### src/rtl/ap_perf_monitor.sv
// ap_perf_monitor: per-channel statistics for HLS block-level handshakes.
// Each channel runs a small FSM that follows ap_start/ap_done/ap_continue.
// The FSM feeds saturating latency, interval and stall statistics, which
// are read back through a one-cycle-latency register port. The monitor only
// observes the handshake; it never drives it.
module ap_perf_monitor #(
    parameter int NUM_CH = 4,
    parameter int CNT_W  = 32,
    parameter int TXN_W  = 16,
    localparam int CH_W  = (NUM_CH > 1) ? $clog2(NUM_CH) : 1
) (
    input  logic              clock,
    input  logic              reset,
    input  logic [NUM_CH-1:0] ap_start,
    input  logic [NUM_CH-1:0] ap_ready,
    input  logic [NUM_CH-1:0] ap_done,
    input  logic [NUM_CH-1:0] ap_continue,
    input  logic              enable,
    input  logic              clear,
    input  logic              finish,
    input  logic              rd_req,
    input  logic [CH_W-1:0]   rd_ch,
    input  logic [2:0]        rd_sel,
    output logic              rd_valid,
    output logic [CNT_W-1:0]  rd_data,
    output logic [NUM_CH-1:0] busy,
    output logic [NUM_CH-1:0] overflow,
    output logic              frozen
);

    // Read fields are built at the wider of the two counter widths.
    localparam int XW = (CNT_W > TXN_W) ? CNT_W : TXN_W;

    typedef enum logic [1:0] {
        ST_IDLE = 2'd0,
        ST_RUN  = 2'd1,
        ST_WAIT = 2'd2
    } state_t;

    logic              frozen_reg;
    logic              upd;
    logic [NUM_CH*XW-1:0] fld_all;
    logic [XW-1:0]     sel_fld;
    logic              rd_valid_reg;
    logic [CNT_W-1:0]  rd_data_reg;

    // Statistics change only while enabled and before the end-of-run freeze.
    assign upd = enable & ~frozen_reg;

    // Sticky end-of-run flag; the finish cycle itself still updates.
    always_ff @(posedge clock) begin
        if (reset) begin
            frozen_reg <= 1'b0;
        end else if (finish) begin
            frozen_reg <= 1'b1;
        end
    end

    genvar gi;
    generate
        for (gi = 0; gi < NUM_CH; gi++) begin : g_ch
            state_t            state_reg, state_next;
            logic              complete;
            logic              start_evt;
            logic              hs;
            logic [CNT_W-1:0]  lat_cnt_reg;
            logic [CNT_W-1:0]  ii_cnt_reg;
            logic              ii_seen_reg;
            logic [TXN_W-1:0]  txn_reg;
            logic [CNT_W-1:0]  lat_last_reg, lat_min_reg, lat_max_reg;
            logic [CNT_W-1:0]  lat_sum_reg, stall_reg, ii_last_reg;
            logic              ovf_reg;
            logic [TXN_W-1:0]  txn_inc;
            logic [CNT_W-1:0]  stall_inc;
            logic [CNT_W:0]    sum_wide;
            logic [CNT_W-1:0]  sum_sat;
            logic              ovf_hit;
            logic [XW-1:0]     fld;

            assign hs = ap_start[gi] & ap_ready[gi];

            // FSM state register.
            always_ff @(posedge clock) begin
                if (reset) begin
                    state_reg <= ST_IDLE;
                end else begin
                    state_reg <= state_next;
                end
            end

            // Next state plus completion / start-event strobes.
            always_comb begin
                state_next = state_reg;
                complete   = 1'b0;
                start_evt  = 1'b0;
                case (state_reg)
                    ST_IDLE: begin
                        if (ap_start[gi]) begin
                            state_next = ST_RUN;
                            start_evt  = 1'b1;
                        end
                    end
                    ST_RUN: begin
                        if (ap_done[gi]) begin
                            complete = 1'b1;
                            if (!ap_continue[gi]) begin
                                state_next = ST_WAIT;
                            end else if (ap_start[gi]) begin
                                state_next = ST_RUN;
                                start_evt  = 1'b1;
                            end else begin
                                state_next = ST_IDLE;
                            end
                        end
                    end
                    ST_WAIT: begin
                        if (ap_continue[gi]) begin
                            if (ap_start[gi]) begin
                                state_next = ST_RUN;
                                start_evt  = 1'b1;
                            end else begin
                                state_next = ST_IDLE;
                            end
                        end
                    end
                    default: state_next = ST_IDLE;
                endcase
            end

            // Running latency: holds the latency a done in the current cycle
            // would report, so a done right after start reads 1.
            always_ff @(posedge clock) begin
                if (reset) begin
                    lat_cnt_reg <= '0;
                end else if (start_evt) begin
                    lat_cnt_reg <= {{(CNT_W-1){1'b0}}, 1'b1};
                end else if (state_reg == ST_RUN && !ap_done[gi] && !(&lat_cnt_reg)) begin
                    lat_cnt_reg <= lat_cnt_reg + 1'b1;
                end
            end

            // Free-running interval counter and the "previous handshake" flag.
            always_ff @(posedge clock) begin
                if (reset) begin
                    ii_cnt_reg  <= '0;
                    ii_seen_reg <= 1'b0;
                end else begin
                    if (hs) begin
                        ii_cnt_reg <= {{(CNT_W-1){1'b0}}, 1'b1};
                    end else if (!(&ii_cnt_reg)) begin
                        ii_cnt_reg <= ii_cnt_reg + 1'b1;
                    end
                    if (clear) begin
                        ii_seen_reg <= 1'b0;
                    end else if (hs) begin
                        ii_seen_reg <= 1'b1;
                    end
                end
            end

            // Saturating next values and saturation detection.
            always_comb begin
                txn_inc   = (&txn_reg) ? txn_reg : txn_reg + 1'b1;
                stall_inc = (&stall_reg) ? stall_reg : stall_reg + 1'b1;
                sum_wide  = {1'b0, lat_sum_reg} + {1'b0, lat_cnt_reg};
                sum_sat   = sum_wide[CNT_W] ? {CNT_W{1'b1}} : sum_wide[CNT_W-1:0];
                ovf_hit   = 1'b0;
                if (complete && ((&txn_inc) || (&lat_cnt_reg) || (&sum_sat))) begin
                    ovf_hit = 1'b1;
                end
                if (state_reg == ST_WAIT && (&stall_inc)) begin
                    ovf_hit = 1'b1;
                end
                if (hs && ii_seen_reg && (&ii_cnt_reg)) begin
                    ovf_hit = 1'b1;
                end
            end

            // Statistics registers; clear wins over a same-cycle update.
            always_ff @(posedge clock) begin
                if (reset || clear) begin
                    txn_reg      <= '0;
                    lat_last_reg <= '0;
                    lat_min_reg  <= '1;
                    lat_max_reg  <= '0;
                    lat_sum_reg  <= '0;
                    stall_reg    <= '0;
                    ii_last_reg  <= '0;
                    ovf_reg      <= 1'b0;
                end else if (upd) begin
                    if (complete) begin
                        txn_reg      <= txn_inc;
                        lat_last_reg <= lat_cnt_reg;
                        lat_sum_reg  <= sum_sat;
                        if (lat_cnt_reg < lat_min_reg) begin
                            lat_min_reg <= lat_cnt_reg;
                        end
                        if (lat_cnt_reg > lat_max_reg) begin
                            lat_max_reg <= lat_cnt_reg;
                        end
                    end
                    if (state_reg == ST_WAIT) begin
                        stall_reg <= stall_inc;
                    end
                    if (hs && ii_seen_reg) begin
                        ii_last_reg <= ii_cnt_reg;
                    end
                    if (ovf_hit) begin
                        ovf_reg <= 1'b1;
                    end
                end
            end

            // Field select for this channel, zero-extended.
            always_comb begin
                fld = '0;
                case (rd_sel)
                    3'd0: fld[TXN_W-1:0] = txn_reg;
                    3'd1: fld[CNT_W-1:0] = lat_last_reg;
                    3'd2: fld[CNT_W-1:0] = lat_min_reg;
                    3'd3: fld[CNT_W-1:0] = lat_max_reg;
                    3'd4: fld[CNT_W-1:0] = lat_sum_reg;
                    3'd5: fld[CNT_W-1:0] = stall_reg;
                    3'd6: fld[CNT_W-1:0] = ii_last_reg;
                    default: fld[3:0] = {frozen_reg, ovf_reg, state_reg};
                endcase
            end

            assign fld_all[gi*XW +: XW] = fld;
            assign busy[gi]     = (state_reg != ST_IDLE);
            assign overflow[gi] = ovf_reg;
        end
    endgenerate

    // Channel mux; an out-of-range channel leaves the field at zero.
    always_comb begin
        sel_fld = '0;
        for (int i = 0; i < NUM_CH; i++) begin
            if (rd_ch == i[CH_W-1:0]) begin
                sel_fld = fld_all[i*XW +: XW];
            end
        end
    end

    // One-cycle read response register.
    always_ff @(posedge clock) begin
        if (reset) begin
            rd_valid_reg <= 1'b0;
            rd_data_reg  <= '0;
        end else begin
            rd_valid_reg <= rd_req;
            rd_data_reg  <= rd_req ? sel_fld[CNT_W-1:0] : '0;
        end
    end

    assign rd_valid = rd_valid_reg;
    assign rd_data  = rd_data_reg;
    assign frozen   = frozen_reg;

endmodule
### config.mk
export PLATFORM = sky130hd
export DESIGN_NAME = ap_perf_monitor
export DESIGN_NICKNAME = d
export VERILOG_FILES = /design/src/rtl/ap_perf_monitor.sv
export SDC_FILE = /design/constraint.sdc
export NUM_CORES = 2
export LEC_CHECK = 0
export CAP_MARGIN = 5
export CORE_AREA = 10 10 416 418
export CTS_CLUSTER_SIZE = 25
export DETAILED_ROUTE_END_ITERATION = 10
export DIE_AREA = 0 0 426 428
export SLEW_MARGIN = 20
export SYNTH_ARGS = -nofsm -noshare
export SYNTH_HDL_FRONTEND = slang
export SYNTH_SLANG_ARGS = --single-unit
### constraint.sdc
create_clock -name clock -period 4.6 [get_ports clock]
set_input_delay 0.69 -clock clock [delete_from_list [all_inputs] [get_ports clock]]
set_output_delay 0.69 -clock clock [all_outputs]
set_load 0.02 [all_outputs]
Word-level counts from Yosys, hierarchy flattened
Cells that the tools add are included.
{"block": "totals", "word_cells": 352, "latchBits": 0, "memories": 0, "inputBits": 27, "mem_bits_ro": 0, "mem_bits_rw": 0, "register_bits": 1138}
{"block": "classes", "mux": 104, "n_reduce_logical": 121, "n_eq_ne": 33, "bitwise": 7, "addsub": 20, "multipliers": 0, "div": 0, "shifts": 0, "magnitude_cmp": 8}
{"op": "AND reduction 32 bit", "count": 20}
{"op": "adder 32 x 1 -> 32 bit (second input constant)", "count": 12}
{"op": "two-way mux 32 bit", "count": 12}
{"op": "one-hot mux 16 bit (6 select lines)", "count": 4}
{"op": "one-hot mux 12 bit (7 select lines)", "count": 4}
{"op": "adder 32 x 32 -> 33 bit", "count": 4}
{"op": "> comparator 32 bit", "count": 4}
{"op": "less-than comparator 32 bit", "count": 4}
{"op": "AND reduction 16 bit", "count": 8}
{"op": "one-hot mux 4 bit (7 select lines)", "count": 4}
{"op": "adder 16 x 1 -> 16 bit (second input constant)", "count": 4}
{"op": "two-way mux 16 bit", "count": 4}
{"op": "two-way mux 1 bit", "count": 52}
{"op": "AND reduction 3 bit", "count": 12}
{"op": "two-way mux 2 bit", "count": 16}
{"op": "!= test 2 bit (second input constant)", "count": 16}
{"op": "AND reduction 2 bit", "count": 16}
{"op": "logical AND 1 bit", "count": 24}
{"op": "one-hot mux 2 bit (3 select lines)", "count": 4}
{"op": "OR reduction 2 bit", "count": 10}
{"op": "nonzero test 2 bit", "count": 8}
{"op": "== test 2 bit (second input constant)", "count": 6}
{"op": "one-hot mux 1 bit (3 select lines)", "count": 4}
{"op": "== test 2 x 1 -> 1 bit (second input constant)", "count": 5}
{"op": "9 further kinds", "count": 36}

Depth between registers and ports, before layout
{"block": "depth", "word_depth": 10, "ltp_mapped": 15, "mapped_depth_nobuf": 12}

Least setup slack after synthesis
No wires, ideal clock.
{"block": "synth_path", "kind": "register to register", "startpoint": "register g_ch[0].lat_cnt_reg[0]", "endpoint": "register g_ch[0].ovf_reg", "synth_period_minus_slack_ns": 3.281, "slack_ns": 1.319, "setup_time_ns": 0.059, "n_path_buf": 0, "arrival_ns": 3.222, "path_stages_with_launch": 13, "cell_sequence": "dfxtp_1 -> ha_1 -> fa_1 -> a211oi_1 -> o211ai_1 -> a22o_1 -> a21oi_1 -> o221a_2 -> xor2_1 -> nor4_1 -> or4bb_1 -> nor4_1 -> a31o_1"}
{"block": "synth_via", "elab_chain_cells": 9, "word_cells_on_any_way": 11}
{"item": "start, declared", "line_no": "66", "text": "logic [CNT_W-1:0] lat_cnt_reg;"}
{"item": "start signal, assigned", "line_no": "136", "text": "lat_cnt_reg <= {{(CNT_W-1){1'b0}}, 1'b1};"}
{"item": "start signal, assigned", "line_no": "138", "text": "lat_cnt_reg <= lat_cnt_reg + 1'b1;"}
{"item": "adder 32 x 32 -> 33 bit", "line_no": "165", "text": "sum_wide = {1'b0, lat_sum_reg} + {1'b0, lat_cnt_reg};"}
{"item": "two-way mux 32 bit", "line_no": "166", "text": "sum_sat = sum_wide[CNT_W] ? {CNT_W{1'b1}} : sum_wide[CNT_W-1:0];"}
{"item": "AND reduction 32 bit", "line_no": "168", "text": "if (complete && ((&txn_inc) || (&lat_cnt_reg) || (&sum_sat))) begin"}
{"item": "logical OR 1 bit *", "line_no": "168"}
{"item": "logical AND 1 bit *", "line_no": "168"}
{"item": "two-way mux 1 bit *", "line_no": "168"}
{"item": "two-way mux 1 bit *", "line_no": "171", "text": "if (state_reg == ST_WAIT && (&stall_inc)) begin"}
{"item": "two-way mux 1 bit *", "line_no": "174", "text": "if (hs && ii_seen_reg && (&ii_cnt_reg)) begin"}
{"item": "AND reduction 2 bit (no source line) *"}
{"item": "end signal, assigned", "line_no": "189", "text": "ovf_reg <= 1'b0;"}
{"item": "end signal, assigned", "line_no": "209", "text": "ovf_reg <= 1'b1;"}
{"item": "end, declared", "line_no": "72", "text": "logic ovf_reg;"}
Mark *: on every way between the ends. The rest lies on a longest branch, timed or not.
A chain may end at the register's enable or synchronous reset.

Worst setup path in the final report
{"block": "layout_path", "startpoint": "register g_ch[2].lat_cnt_reg[0]", "endpoint": "register g_ch[2].lat_sum_reg[17]"}
{"block": "layout_via", "elab_chain_cells": 2}
{"item": "start, declared", "line_no": "66"}
{"item": "start signal, assigned", "line_no": "136"}
{"item": "start signal, assigned", "line_no": "138"}
{"item": "adder 32 x 32 -> 33 bit", "line_no": "165"}
{"item": "two-way mux 32 bit", "line_no": "166"}
{"item": "end signal, assigned", "line_no": "194", "text": "lat_sum_reg <= sum_sat;"}
{"item": "end, declared", "line_no": "71", "text": "logic [CNT_W-1:0] lat_sum_reg, stall_reg, ii_last_reg;"}
Every way passes these cells.

==> metrics.md <==
| Metric | Value |
|---|---|
| Post-Synthesis Cells | `approximately 8400` |
| CTS Hold Buffers Added | `0` |
| Final Setup Violations | `0` |
| Hold Path Cell Cnt | `2` |
| Fin. Hold Viols | `0` |
| Post_cts resized | `0` |
| First-pass GRT wire length | `approximately 370000 um` |
| Layout fillers | `16400` |
| Top post-synthesis cells by area | `dfxtp_1 35%, ha_1 7.6%, nand2_1 6.0%` |
| Max-slew violation count | `0` |
| Clock Latency Late Sink | `between 0.8 and 0.9 ns` |
| Port Buffer Count | `a little under 70` |
| CTS tree | `yes` |
| GRT overflow | `0` |
| P_leak | `roughly 28 nW` |
| Max IR drop VDD | `0.000290 V` |
| Power Total | `about 23 mW` |
| Proportion of layout cells with a drive suffix above 1 | `0.0714` |
| Worst path bufs/invs | `1` |
| I/O pin count | `69` |
| Max Cap Viol | `0` |
| Ys async rst share | `0` |
| Drt drc | `0` |
| Die ar. | `182000 um2` |
| Worst setup EP type | `register` |
| Most frequent cells after synthesis | `1138 x dfxtp_1, 1048 x nand2_1, 763 x nor2_1, 755 x a21oi_1, 443 x clkbuf_1` |
| Core area | `164000 um2` |
| Setup CP Type | `reg2reg` |
| Via count | `63400` |
| Tot GR Track Use | `0.263` |
| GP Congestion | `0.996` |
| Met2 GRT Util | `0.392` |
| Critical path peak fanout | `21` |
| Met1 Use GR | `0.355` |
| Skew final | `0.0308 ns` |
| Synth area leader | `dfxtp_1` |
| Slew HR | `0.147` |
| Tightest Pin Transition | `1.27 ns` |
| Mapped cell area | `65500 um2` |
| Top Family by Delay on Critical Path | `compound AO/OA/AOI/OAI gates` |
| Core Rows | `149` |
| Initial antenna violation count | `6` |
| Count of flip-flops with a built-in enable after synthesis | `0` |
| Fin crit share | `0.844` |
| Worst Path Arrival | `4.49 ns` |
| Drt initial violations | `7682` |
| Outcome | `completed` |
| Setup_tns | `0 ns` |
| Clk slew on worst S/H paths | `~0.06 ns` |
| Pre-Repair DR Iteration Count | `8` |
| Number of cells on the critical path | `11` |
| Die height | `428 um` |
| Multi-input gate area | `39600 um2` |
| Starting density of the core | `0.399` |
| Final ANT Viol Nets | `0` |
| Fmax | `258 MHz` |
| DP Wirelength | `186000 um` |
| Hold WC Path Type | `reg2reg` |
| Mean post-synth cell area | `7.84 um2` |
| Crit path required time | `5.21 ns` |
| RSZ-0062 raised after global routing | `false` |
| Slowest CP cell | `fa_1` |
| Largest net degree at the start of global routing | `218` |
| Layout area overhead | `12.2%` |
| Max incr delay on CP | `around 0.42 ns` |
| TritonCTS buffer count | `between 100 and 150` |
| H-tree levels | `4` |
| Fin crit period | `3.88 ns` |
| Synth top area share | `0.348` |
| Kind of start point of the critical path | `register` |
| Nets@finish | `8672` |
| PwrDens | `309 nW/um2` |
| Warnings from Yosys | `0` |
| R2R cell count | `11` |
| Clock sinks | `1138` |
| Root Buffer | `clkbuf_16` |
| Seq/Total Area, Yosys | `0.348` |
| Synth Net Count | `8788` |
| Most Crowded Layer GR | `met2` |
| Worst-path cell chain | `ha_1 -> fa_1 -> a21o_1 -> a22o_1 -> o311a_1 -> a21oi_2 -> o21ai_1 -> a211oi_1 -> a41o_1 -> buf_4 -> a31oi_1` |
| Synth cell types | `103` |
| Number of global-route vias before repair | `58200` |
| CTS max path bufs | `3` |
| Vias per cell | `6.01` |
| Wirelength per Cell | `23.9 um` |
| Cell with the most instances after synthesis | `dfxtp_1` |
| M3 GR Usage | `0.0432` |
| Postcts setup bufs | `0` |
| Sequential cell area | `22800 um2` |
| Synthesis-stage register bit count | `1138` |
| Chip Width | `426 um` |
| Ys flop type | `dfxtp_1` |
| Total routed wirelength | `between 200000 and 300000 um` |
[layer usage]
layer  part of all wire  routed length [um]
met5                  0                   0
met3              0.086               21800
met1               0.42              105000
met2               0.43              108000
met4              0.067               16800
[area by class of cell]
| class | instances | area share |
|---|---|---|
| Sequential cell | 1138 | 0.310 |
| Tap cell | 2189 | 0.0372 |
| Clock buffer | 198 | 0.0560 |
| Timing Repair Buffer | 275 | 0.0325 |
| Inverter | 335 | 0.0171 |
| Multi-Input combinational cell | 6358 | 0.539 |
| Antenna cell | 4 | 0.000136 |
| Clock inverter | 52 | 0.00859 |
[report_power, final]
part	internal (mW)	leakage, nW	switching, mW	total (mW)
sequential	9.91	9.18	0.0828	10.0
clock	6.90	2.34	4.63	11.5
combinational	0.306	16.1	0.880	1.19
[through the flow]
step            util  hold slack (ns)  std cells  setup WS [ns]  area (um2)
2_1_floorplan      -            0.432       8361           1.32       65500
3_3_place_gp   0.418            0.440      10300          0.754       68800
3_5_place_dp   0.418            0.447      10300          0.741       68800
4_1_cts        0.447            0.454      10500          0.756       73500
5_1_grt        0.447            0.470      10500          0.492       73600
6_report       0.447            0.454      10500          0.720       73600
[layout by cell type, fill, tap and decap left out, types with 38 or more instances in the layout]
cell type / n
xnor2_1: 189
o21ai_0: 439
or3_1: 85
ha_1: 396
a211oi_1: 43
and4_1: 47
o211ai_1: 61
a31oi_1: 109
a22o_1: 46
buf_4: 196
nand4_1: 213
nor2_1: 749
nor2b_1: 52
a221oi_1: 61
xor2_1: 288
a22oi_1: 199
mux2i_1: 163
nand2_1: 1048
a21oi_1: 753
clkdlybuf4s50_1: 63
nand2b_1: 56
and3_1: 91
a21o_1: 147
nand3_1: 432
clkbuf_16: 145
o21a_1: 42
nor3_1: 117
nor4_1: 38
and2_1: 52
dfxtp_1: 1138
inv_1: 335
[worst reg2reg max path, delay by kind of cell, from the launching register on]
| kind | cells | cell delay, ns |
|---|---|---|
| AO/OA/AOI/OAI | 8 | 2.22 |
| adder cells (fa/ha/maj) | 2 | 0.71 |
| buffers and inverters | 1 | 0.34 |
| flip-flops | 1 | 0.41 |
[logic make-up after synthesis]
| family | after synthesis | synth area share |
|---|---|---|
| flip-flops | 1138 | 0.348 |
| AND/OR/NAND/NOR | 3127 | 0.224 |
| adder cells (fa/ha/maj) | 400 | 0.0768 |
| buffers and inverters | 865 | 0.0507 |
| XOR/XNOR | 477 | 0.0637 |
| multiplexers | 186 | 0.0292 |
| AO/OA/AOI/OAI | 2168 | 0.208 |
[path summary, 6_finish.rpt]
check                            from                  endpoint  slack (ns)
max reg2reg    g_ch[2].lat_cnt_reg[0]   g_ch[2].lat_sum_reg[17]        0.72
min          g_ch[1].lat_last_reg[18]  g_ch[1].lat_last_reg[18]        0.45
min reg2reg  g_ch[1].lat_last_reg[18]  g_ch[1].lat_last_reg[18]        0.45
max            g_ch[2].lat_cnt_reg[0]   g_ch[2].lat_sum_reg[17]        0.72
Power figures use the tool's default switching activity.
